## config.mk

```make
export PLATFORM = sky130hd
export DESIGN_NAME = shift_deserializer
export DESIGN_NICKNAME = d
export VERILOG_FILES = /design/src/rtl/shift_deserializer.sv
export SDC_FILE = /design/constraint.sdc
export NUM_CORES = 1
export LEC_CHECK = 0
export ABC_AREA = 1
export BUFFER_PORTS_ARGS = -buffer_cell sky130_fd_sc_hd__buf_4
export CAP_MARGIN = 0
export CORE_UTILIZATION = 54
export DETAILED_ROUTE_END_ITERATION = 10
export PLACE_DENSITY = 0.91
export SLEW_MARGIN = 20
export SYNTH_ARGS = -nofsm -noshare
export SYNTH_HDL_FRONTEND = slang
export SYNTH_SLANG_ARGS = --single-unit
```

## constraint.sdc

```tcl
create_clock -name Clock -period 3.6 [get_ports Clock]
set_clock_uncertainty 0.1 [all_clocks]
set_input_delay 0.72 -clock Clock [delete_from_list [all_inputs] [get_ports Clock]]
set_output_delay 0.72 -clock Clock [all_outputs]
set_load 0.005 [all_outputs]
```

## src/rtl/shift_deserializer.sv

```systemverilog
// Serial-to-parallel receiver: assembles N-bit words MSB- or LSB-first,
// delivers them with a Valid/Ack handshake and flags lost words (Overrun).
// Ports: Clock, Reset (async, active-low), SerialIn, BitValid, MsbFirst,
//   Ack, Clear (sync flush) in; Q, Valid, Overrun, Count, ParityErr out.
// Optional macro SHIFT_DESERIALIZER_PARITY_EN: expect a trailing even-parity
//   bit per word and report its check on ParityErr (tied 0 otherwise).
module shift_deserializer #(
   parameter int N = 4
) (
   input  logic                     Clock,
   input  logic                     Reset,
   input  logic                     SerialIn,
   input  logic                     BitValid,
   input  logic                     MsbFirst,
   input  logic                     Ack,
   input  logic                     Clear,
   output logic [N-1:0]             Q,
   output logic                     Valid,
   output logic                     Overrun,
   output logic [$clog2(N+1)-1:0]   Count,
   output logic                     ParityErr
);

   localparam int CW = $clog2(N+1);

`ifdef SHIFT_DESERIALIZER_PARITY_EN
   // Last accepted bit of a word is the parity bit at index N.
   localparam logic [CW-1:0] LAST = CW'(N);
`else
   localparam logic [CW-1:0] LAST = CW'(N-1);
`endif

   logic [N-1:0]  sr_q, sr_d;
   logic [N-1:0]  q_q, q_d;
   logic [CW-1:0] cnt_q, cnt_d;
   logic          valid_q, valid_d;
   logic          ovr_q, ovr_d;
   logic          msb_q, msb_d;
   logic          dir;
   logic [N-1:0]  shifted;

`ifdef SHIFT_DESERIALIZER_PARITY_EN
   logic          par_q, par_d;
   logic          perr_q, perr_d;
`endif

   always_comb begin
      sr_d    = sr_q;
      q_d     = q_q;
      cnt_d   = cnt_q;
      valid_d = valid_q;
      ovr_d   = ovr_q;
      msb_d   = msb_q;
`ifdef SHIFT_DESERIALIZER_PARITY_EN
      par_d   = par_q;
      perr_d  = perr_q;
`endif
      // The first bit of a word uses the live MsbFirst so it shifts the
      // right way on the same edge that latches the direction.
      dir     = (cnt_q == '0) ? MsbFirst : msb_q;
      shifted = dir ? {sr_q[N-2:0], SerialIn}
                    : {SerialIn, sr_q[N-1:1]};

      if (Clear) begin
         sr_d    = '0;
         cnt_d   = '0;
         valid_d = 1'b0;
         ovr_d   = 1'b0;
`ifdef SHIFT_DESERIALIZER_PARITY_EN
         par_d   = 1'b0;
         perr_d  = 1'b0;
`endif
      end else begin
         if (Ack && valid_q)
            valid_d = 1'b0;

         if (BitValid) begin
            if (cnt_q == '0)
               msb_d = MsbFirst;

            if (cnt_q == LAST) begin
               cnt_d   = '0;
               sr_d    = '0;
               valid_d = 1'b1;
               // A same-edge Ack consumes the old word, so nothing is lost.
               if (valid_q && !Ack)
                  ovr_d = 1'b1;
`ifdef SHIFT_DESERIALIZER_PARITY_EN
               q_d     = sr_q;
               perr_d  = par_q ^ SerialIn;
               par_d   = 1'b0;
`else
               q_d     = shifted;
`endif
            end else begin
               cnt_d = cnt_q + CW'(1);
               sr_d  = shifted;
`ifdef SHIFT_DESERIALIZER_PARITY_EN
               par_d = par_q ^ SerialIn;
`endif
            end
         end
      end
   end

   always_ff @(posedge Clock or negedge Reset) begin
      if (!Reset) begin
         sr_q    <= '0;
         q_q     <= '0;
         cnt_q   <= '0;
         valid_q <= 1'b0;
         ovr_q   <= 1'b0;
         msb_q   <= 1'b1;
      end else begin
         sr_q    <= sr_d;
         q_q     <= q_d;
         cnt_q   <= cnt_d;
         valid_q <= valid_d;
         ovr_q   <= ovr_d;
         msb_q   <= msb_d;
      end
   end

`ifdef SHIFT_DESERIALIZER_PARITY_EN
   always_ff @(posedge Clock or negedge Reset) begin
      if (!Reset) begin
         par_q  <= 1'b0;
         perr_q <= 1'b0;
      end else begin
         par_q  <= par_d;
         perr_q <= perr_d;
      end
   end

   assign ParityErr = perr_q;
`else
   assign ParityErr = 1'b0;
`endif

   assign Q       = q_q;
   assign Valid   = valid_q;
   assign Overrun = ovr_q;
   assign Count   = cnt_q;

endmodule

```

-- Word level (Yosys, flattened, before mapping)
Cells that the tools add are included.
- multiplexer cells: 16
- reductions and logical operators: 10
- magnitude comparators: 0
- bitwise gates (word level): 1
- shifts and indexed selects: 0
- multiply operators: 0
- divide/modulo/power cells: 0
- equality and inequality tests: 1
- add/subtract/negate cells: 1
- operators with widths (cell ; count):
    $mux 4 ; 4
    $mux 1 ; 9
    $mux 3 ; 3
    $reduce_and 3->1 ; 2
    $reduce_bool 2->1 ; 3
    $add 3x1->3 const B ; 1
    $eq 3x2->1 const B ; 1
    $logic_not 3->1 ; 1
    $logic_and 1x1->1 ; 2
    $reduce_and 2->1 ; 1
    $logic_not 1->1 ; 1
    $not 1->1 ; 1
- register bits after elaboration: 14
- memories kept: 0
- bits in read-only memories: 0
- input port bits: 7
- bits in writable memories: 0
- word-level logic and storage cells: 35
- output and inout port bits: 10
- latch bits: 0

-- Longest topological paths before layout
Gate-level depths: netlist of run 1.
- depth in word-level cells: 6
- depth in mapped cells: 7
- mapped depth without buffers: 7

-- Worst setup path before layout of run 1
Ideal clock, no wire load.
- path kind: in2reg
- start point: input port BitValid
- end point: register q_q[0] (netlist: Q[0])
- cell stages on the path: 7
- path slack: 2.216 ns
- required time: 3.383 ns
- arrival time: 1.166 ns
- setup time: 0.117 ns
- buffers on the path: 0
- cells stage by stage: inv_2 nor2_4 inv_4 nor2_8 inv_2 nand2_1 nand2_1
- cells in the longest elaborated chain, start to end: 1
- ends and longest elaborated chain (item ; RTL line ; RTL):
    from (decl) ; 13 ; input logic BitValid,
    $reduce_and 3->1 (no source line) ; - ;
    to (signal assigned) ; 116 ; q_q <= q_d;
    to (decl) ; 34 ; logic [N-1:0] q_q, q_d;
No other way between the ends.
A chain may end at the register's enable or synchronous reset.

-- Worst setup path in the final report of run 1
- start point: register cnt_q[0] (netlist: Count[0])
- end point: output port Count[0]
- RTL lines (item ; RTL line ; RTL):
    from (decl) ; 35 ; logic [CW-1:0] cnt_q, cnt_d;
    from (signal assigned) ; 117 ; cnt_q <= cnt_d;
    to (decl) ; 20 ; output logic [$clog2(N+1)-1:0] Count,
No word-level cell between the ends.

==> results of run 1 <==
[area by class of cell]
| cell class | instances | area share [%] |
|---|---|---|
| well taps | 14 | 1.983 |
| repair buffers | 15 | 12.75 |
| multi-input cells | 56 | 33.85 |
| inverters | 17 | 7.507 |
| flip-flops and latches | 14 | 39.80 |
| clock buffers | 4 | 4.108 |
[worst max-delay path by stage]
stage | to | depth (start not counted)
floorplan | Q[0] | 7
global route | Count[0] | 1
detailed placement | Q[1] | 7
global placement | Q[3] | 7
finish | Count[0] | 1
CTS | Count[0] | 1
[registers in the layout, summed over array words and instances, names as in the netlist]
register	flops
Q	4
sr_q	4
Count	3
Overrun	1
Valid	1
msb_q	1
[logic make-up after synthesis]
kind of cell             share of synthesized area (%)
adder cells (fa/ha/maj)                          3.454
other                                           0.5176
AO/OA/AOI/OAI                                    5.009
flip-flops                                       48.53
buffers and inverters                            10.19
AND/OR/NAND/NOR                                  32.30
[layer usage]
layer / track usage, % / wire length, um / vias to the layer above
met1: 29.81 / 619 / 279
met5: 0 / 0 / -
met2: 41.67 / 670 / 22
met4: 6.897 / 10 / 0
li1: - / - / 315
met3: 7.514 / 70 / 2
[stage by stage]
step | instance area, um^2 | power, uW
floorplan | 724.4 | 236.1
global placement | 847.1 | 269.8
detailed placement | 847.1 | 273.2
CTS | 883.3 | 387.1
global route | 883.3 | 408.6
finish | 883.3 | 384.3
[synthesized netlist by cell type (2+ instances only)]
library cell  instances  area share, %
o21ai_1               2            1.4
nand3_1              19             13
inv_1                12            6.2
ha_1                  2            3.5
inv_2                 4            2.1
nor2_4                2            3.1
nand2_1              24             12
dfrtp_1              13             45
o21ai_0               2            1.4
[report_power, final]
part           internal (uW)  switching [uW]  total (uW)
Combinational           37.0            47.1        84.2
Sequential               176            10.5         187
Clock                   61.6            51.7         113
[worst reg2reg max path, cell delays in order, from the launching register on]
cell,delay [ns]
dfrtp_1,0.41
inv_1,0.10
ha_1,0.20
nand2_1,0.08
nand2_1,0.14
nand3_1,0.13
nand3_1,0.11
nand2_1,0.05
==> results.cfg, run 1 <==
[finish]
layout_commonest_cell = nand2_1
area.sequential_um2 = 351.6
nNetsFinal = 116
num-fill-cells = 77
antenna_cells = 0
drive_above_1_share_pct = 28.30
utilization_pct = 75.43
finalNonFillerCells = 120
final_cell_mix = nand2_1, nand3_1, buf_4
multi_input_area_um2 = 299.0
area_growth_pct = 21.93

[worst_hold_path]
min_path_type = input pin to async pin

[grt]
grt_first_pass_wirelength_um = 2490
grt_pass1_vias = 606
overflow = 0
antenna_found_initial = 0
grt_usage_pct = 24.57
grt_max_degree = 15

[die]
die_x_um = 38.63
ios = 17
core_mm2 = 0.001171
dieArea_mm2 = 0.001492
start_util_pct = 61.86
die_h_um = 38.63
num_rows = 12

[setup_path]
rr_endpoint = Q[2]
crit_type = register to output pin
rrSetupSlack_ns = 2.18
crit_chain = buf_4
slowest_stage = dfrtp_1
crit_start = Count[0]
critPathBufInv = 1
r2r-start = Count[0]
worstPathRequired_ns = 2.78
arrival_ns = 0.83
cpPeakStageDelay_ns = 0.41
rr_worst_depth = 7
crit_family = flip-flops
cp-start-kind = register
critPathMaxFanout = 3
cp-end-kind = output pin

[place]
placed_cells = 116
gp_congestion = 0.9180
portBuffers = 15
place_ws_ns = 2.025
hpwlAfterDp_um = 1088

[yosys]
yosysSeqAreaShare_pct = 48.53
syn_area_um2 = 724.4
async_reset_ff_share_pct = 100.0
synth-main-ff-cell = dfrtp_1
yosysUniqueCellTypes = 17
yosys_warnings = 0
synth_edf_count = 0
syn_avg_cell_area_um2 = 8.232
ys_seq_elements = 14
netlist_instances = 88
synth_fp_nets = 97

[cts]
cts.clk_slew.worst_paths_ns = 0.09
clockBufferDepth = 2
cts_buffers = 3
clock_latency_ns = 0.28
h-tree-depth = 1
cts_tree = built
hold_buffers = 0
cts_sinks = 14
cts_root_buf = clkbuf_4
cts_setup_buffers = 0
cts_resized = 0

[timing]
tns_ns = 0
fin_hold_ws_ns = 0.1603
max_freq_ghz = 0.6051
setup_viol = 0
timing.final.ws_setup_ns = 1.947
rsz0062_at_grt = false
post-route-min-period_ns = 1.653
finalCritPeriodShare_pct = 45.91
maxSlewViolCount = 0
hold_viol_final = 0

[route]
drt_pre_antenna_iters = 4
remaining_drc_errors = 0
vias_per_cell = 5.150
wl_um = 1372
vias = 618
drtAntennaViolNets = 0
wl_per_cell_um = 11.43
drt_iter0_markers = 13

[power_and_ir_drop]
powerDensity_mw_per_mm2 = 435.0
max-vdd-ir-drop_uv = 247.6
power_leakage_uw = 0.0005139

[run_status]
outcome = finished clean

[flow_run]
maxCapViolations = 0
(Power assumes the default switching activity.)
==> run 2: changes to the inputs <==
ABC_AREA = 0   (was 1)
CORE_UTILIZATION = 48   (was 54)
PLACE_DENSITY = 0.85   (was 0.91)
clock period = 1.7 ns   (was 3.6 ns; I/O delays follow)
==> run 2 against run 1 <==
Compared with the run above: clock-buffer cell count did not move; worst setup slack got worse by 1.9 ns; via count fell by 21%; die area fell by 0.85%; cell area fell by 5.7%; sequential power rose by 110%; clock power rose by 70%; total power rose by 100%; register-to-register slack got worse by 2.1 ns; non-clock buffer count rose by 4; critical endpoint is now Q[3]; largest cell class unchanged; largest power group unchanged.
==> results.cfg, run 2 <==
[run_status]
outcome = finished clean

[power_and_ir_drop]
combPwrFrac_pct = 23.6
power_leakage_uw = 0.0003882
powerDensity_mw_per_mm2 = 933.9
max-vdd-ir-drop_uv = 517.2
power_switching_uw = 205.6
seqPwrFrac_pct = 51.6
internal-power_uw = 572.7
p_sw_share_pct = 26.41
clockPowerShare_pct = 24.7

[setup_path]
critPathBufInv = 1
cp-start-kind = register
crit_type = register to register
arrival_ns = 1.68
cp-end-kind = register
crit_chain = inv_1 > ha_2 > nand2b_4 > mux2i_4 > mux2i_2 > a21oi_1
worstPathRequired_ns = 1.76
slowest_stage = dfrtp_1
crit_family = multiplexers
cpPeakStageDelay_ns = 0.35
critPathMaxFanout = 5

[cts]
cts_sinks = 14
h-tree-depth = 1
clock_latency_ns = 0.28
cts.clk_slew.worst_paths_ns = 0.08
cts_tree = built
cts_root_buf = clkbuf_4
cts_buffers = 3
cts_setup_buffers = 0
clockBufferDepth = 2

[yosys]
yosys_warnings = 0
yosysSeqAreaShare_pct = 55.10
synth_edf_count = 0
syn_avg_cell_area_um2 = 10.82
syn_area_um2 = 638.1
yosysUniqueCellTypes = 21
yosysTopAreaCellShare_pct = 50.98
synth-main-ff-cell = dfrtp_1
synth_common_cells = dfrtp_1, nand2_1, nor2_1
netlist_instances = 59
ys_top_cells_by_area = dfrtp_1, mux2i_1, dfstp_2, nand2_1, ha_1
synthMostInstantiatedCell = dfrtp_1
synth_fp_nets = 68
synth_top_area_cell = dfrtp_1
async_reset_ff_share_pct = 100.0
ys_seq_elements = 14

[route]
drtAntennaViolNets = 0
drt_pre_antenna_iters = 4
drt_iter0_markers = 6
vias = 489
remaining_drc_errors = 0
wl_um = 1219
vias_per_cell = 5.147
wl_per_cell_um = 12.83

[grt]
grt_max_degree = 15
grt_usage_pct = 20.07
antenna_found_initial = 0
overflow = 0
grt_pass1_vias = 425
grt_first_pass_wirelength_um = 1897

[finish]
final_cell_mix = buf_4, dfrtp_1, nand2_1
utilization_pct = 71.15
nNetsFinal = 91
area_growth_pct = 30.59
layout_commonest_cell = buf_4
drive_above_1_share_pct = 35.80
antenna_cells = 0

[place]
hpwlAfterDp_um = 870.5
gp_congestion = 0.8334
portBuffers = 15

[die]
ios = 17
die_x_um = 38.46
core_mm2 = 0.001171
num_rows = 12
die_h_um = 38.46
start_util_pct = 54.49
dieArea_mm2 = 0.001479

[timing]
hold_viol_final = 0
rsz0062_at_grt = false
post-route-min-period_ns = 1.619
setup_viol = 0
tns_ns = 0
finalCritPeriodShare_pct = 95.23
maxSlewViolCount = 0
max_freq_ghz = 0.6177

[worst_hold_path]
min_path_type = input pin to register

[flow_run]
maxCapViolations = 0
==> run 2: worst paths after layout <==
kind | startpoint | to | slack, ns | cells past startpoint
worst max-delay path | Count[1] | Q[3] | 0.08 | 6
worst min-delay path | BitValid | Count[2] | 0.15 | 2
worst max register to register | Count[1] | Q[3] | 0.08 | 6
worst min register to register | msb_q | msb_q | 0.40 | 2
max in group asynchronous | Reset | msb_q | 0.90 | 2
min in group asynchronous | Reset | sr_q[0] | 0.36 | 2
==> run 2: routing by layer <==
layer,track usage (%),routed length (um),vias up
met4,12.93,14,0
met2,28.81,577,14
met5,0,0,-
li1,-,-,241
met1,26.74,564,232
met3,5.233,63,2
==> run 2: power groups by stage <==
stage / Combinational (uW) / Clock, uW / Sequential [uW]
global route: 206 / 214 / 406
floorplan: 81.6 / 0 / 411
global placement: 171 / 0 / 407
finish: 184 / 192 / 402
detailed placement: 176 / 0 / 407
CTS: 178 / 201 / 402
==> run 2: timing repair <==
action	4_1_cts	5_1_grt
resized for setup	0	4
setup endpoints to repair	0	7
hold endpoints to repair	13	0
hold buffers	1	0
==> run 2: area by class of cell <==
cell class | instances | area (um^2)
Clock buffer | 4 | 26.28
Fill cell | 84 | 337.8
Inverter | 4 | 15.01
Multi-Input combinational cell | 40 | 277.8
Sequential cell | 14 | 351.6
Tap cell | 14 | 17.52
Timing Repair Buffer | 19 | 145.1
==> run 2: stage by stage <==
stage | std cells | setup WS, ns | total power, uW | hold slack (ns) | instance area (um^2)
after detailed placement | 90 | 0.09037 | 582.7 | 0.09857 | 783.3
after global placement | 90 | 0.1215 | 578.1 | 0.09687 | 783.3
after CTS | 95 | 0.07520 | 780.3 | 0.1400 | 819.5
final | 95 | 0.08113 | 778.3 | 0.1481 | 833.3
after global routing | 95 | 0.003652 | 826.5 | 0.1392 | 833.3
after floorplan | 59 | 0.1086 | 492.5 | -0.05559 | 638.1
==> run 2: logic make-up after synthesis <==
kind of cell | Yosys count | synth area share [%]
and+or+nand+nor | 18 | 14.12
AOI/OAI and AO/OA | 14 | 12.94
DFF | 14 | 55.10
buffers and inverters | 5 | 3.529
muxes | 5 | 9.804
adders and majority gates | 2 | 3.921
other | 1 | 0.5877
==> run 3: changes to the inputs <==
ABC_AREA = 1   (was 0)
CORE_UTILIZATION = 45   (was 48)
PLACE_DENSITY = unset   (was 0.85)
PLACE_DENSITY_LB_ADDON = 0.12   (was unset)
clock period = 1.35 ns   (was 1.7 ns; I/O delays follow)
==> run 3 against run 2 <==
Compared with the run above: critical path depth rose by 1; largest cell class is now multi-input gates; highest routed layer unchanged; sequential power rose by 24%; critical endpoint is now sr_q[1]; maximum frequency rose by 21%; worst setup slack got worse by 0.070 ns; combinational power rose by 54%; clock power rose by 66%; sequential share of layout area fell by 6.8 points; total power rose by 41%; non-clock buffer count fell by 2; clock-buffer cell count did not move.
==> results.cfg, run 3 (synthesis results as in run 1) <==
[worst_hold_path]
min_path_type = input pin to register

[finish]
drive_above_1_share_pct = 44.44
area_growth_pct = 37.31
num-fill-cells = 126
utilization_pct = 66.03
nNetsFinal = 118
layout_commonest_cell = nand2_1
antenna_cells = 0
finalNonFillerCells = 124
final_cell_mix = nand2_1, buf_4, dfrtp_1

[setup_path]
cp-end-kind = register
worstPathRequired_ns = 1.44
crit_type = register to register
slowest_stage = dfrtp_1
r2r-start = Count[1]
crit_path_end = sr_q[1]
cp-start-kind = register
rr_worst_depth = 7
arrival_ns = 1.43
crit_start = Count[1]
rr_endpoint = sr_q[1]
crit_chain = inv_2 > ha_4 > nand2_4 > nand2_4 > nand3_1 > nand3_1 > nand2_1
critPathMaxFanout = 5
rrSetupSlack_ns = 0.01
cpPeakStageDelay_ns = 0.42

[cts]
cts_sinks = 14
h-tree-depth = 1
cts_root_buf = clkbuf_4
cts_tree = built
cts_buffers = 3
cts.clk_slew.worst_paths_ns = 0.09
clock_latency_ns = 0.30
clockBufferDepth = 2
cts_setup_buffers = 0

[route]
drt_iter0_markers = 17
vias = 631
vias_per_cell = 5.089
remaining_drc_errors = 0
drt_pre_antenna_iters = 4
wl_per_cell_um = 12.40
wl_um = 1538
drtAntennaViolNets = 0

[timing]
setup_viol = 0
timing.final.ws_setup_ns = 0.01110
max_freq_ghz = 0.7469
hold_viol_final = 0
post-route-min-period_ns = 1.339
tns_ns = 0
maxSlewViolCount = 0
finalCritPeriodShare_pct = 99.18
rsz0062_at_grt = true

[die]
core_mm2 = 0.001506
start_util_pct = 48.09
die_h_um = 42.13
dieArea_mm2 = 0.001775
ios = 17
num_rows = 14
die_x_um = 42.13

[grt]
overflow = 0
grt_max_degree = 15
grt_first_pass_wirelength_um = 2373
grt_pass1_vias = 562
antenna_found_initial = 0
grt_usage_pct = 18.60

[place]
hpwlAfterDp_um = 1037
placed_cells = 119
portBuffers = 15
gp_congestion = 0.9427
place_ws_ns = -0.004572

[flow_run]
maxCapViolations = 0

[power_and_ir_drop]
powerDensity_mw_per_mm2 = 1106
p_total_uw = 1100
clockPowerShare_pct = 28.9
power_switching_uw = 336.9
internal-power_uw = 763.2
power_leakage_uw = 0.0005630
max-vdd-ir-drop_uv = 657.9
combPwrFrac_pct = 25.7
p_sw_share_pct = 30.62
seqPwrFrac_pct = 45.4

[run_status]
outcome = finished clean
run 3: per-stage QoR:
stage / hold WS, ns / instance area [um^2]
2_1_floorplan: -0.1256 / 724.4
3_3_place_gp: 0.02784 / 857.1
5_1_grt: 0.07701 / 994.7
3_5_place_dp: 0.02921 / 857.1
4_1_cts: 0.05991 / 910.9
6_report: 0.05526 / 994.7
run 3: repair_timing:
action	CTS	global route
resized for setup	3	19
setup endpoints to repair	4	10
pin swaps	1	6
hold buffers	1	0
gates cloned	0	0
hold endpoints to repair	14	0
run 3: how the worst min path moves through the flow:
stage / start / slack, ns / to / cells past startpoint
5_1_grt: BitValid / 0.08 / Count[2] / 2
4_1_cts: BitValid / 0.06 / Count[2] / 2
3_3_place_gp: Reset / 0.03 / Valid / 1
3_5_place_dp: Reset / 0.03 / Valid / 1
2_1_floorplan: Reset / -0.13 / Count[0] / 0
6_report: BitValid / 0.06 / Count[2] / 2
run 3: critical path, delay by kind of cell (launching register included):
| family | cells | cell delay (ns) |
|---|---|---|
| DFF | 1 | 0.42 |
| buffers and inverters | 1 | 0.10 |
| and+or+nand+nor | 5 | 0.44 |
| adders and majority gates | 1 | 0.17 |
run 3: area by class of cell:
cell class | instances | area, um^2 | share of cell area, %
sequential | 14 | 351.6 | 35.35
clock buffer | 4 | 36.28 | 3.648
inverter | 17 | 66.31 | 6.667
multi-input combinational | 56 | 390.4 | 39.25
tap | 16 | 20.02 | 2.013
timing repair buffer | 17 | 130.1 | 13.08
run 3: power by group through the flow:
stage	Combinational, uW	Sequential, uW	Clock, uW
floorplan	125	504	0
global placement	221	502	0
detailed placement	223	504	0
CTS	231	497	318
global route	312	506	331
finish	283	500	318
run 3: routing by layer:
| metal | global-route usage [%] | vias to the layer above | part of all wire (%) | wire length [um] |
|---|---|---|---|---|
| met1 | 22.78 | 285 | 45 | 697 |
| met5 | 0 | - | 0 | 0 |
| met4 | 15.00 | 0 | 3.4 | 53 |
| li1 | - | 316 | - | - |
| met3 | 2.586 | 5 | 5.3 | 82 |
| met2 | 29.06 | 25 | 46 | 705 |
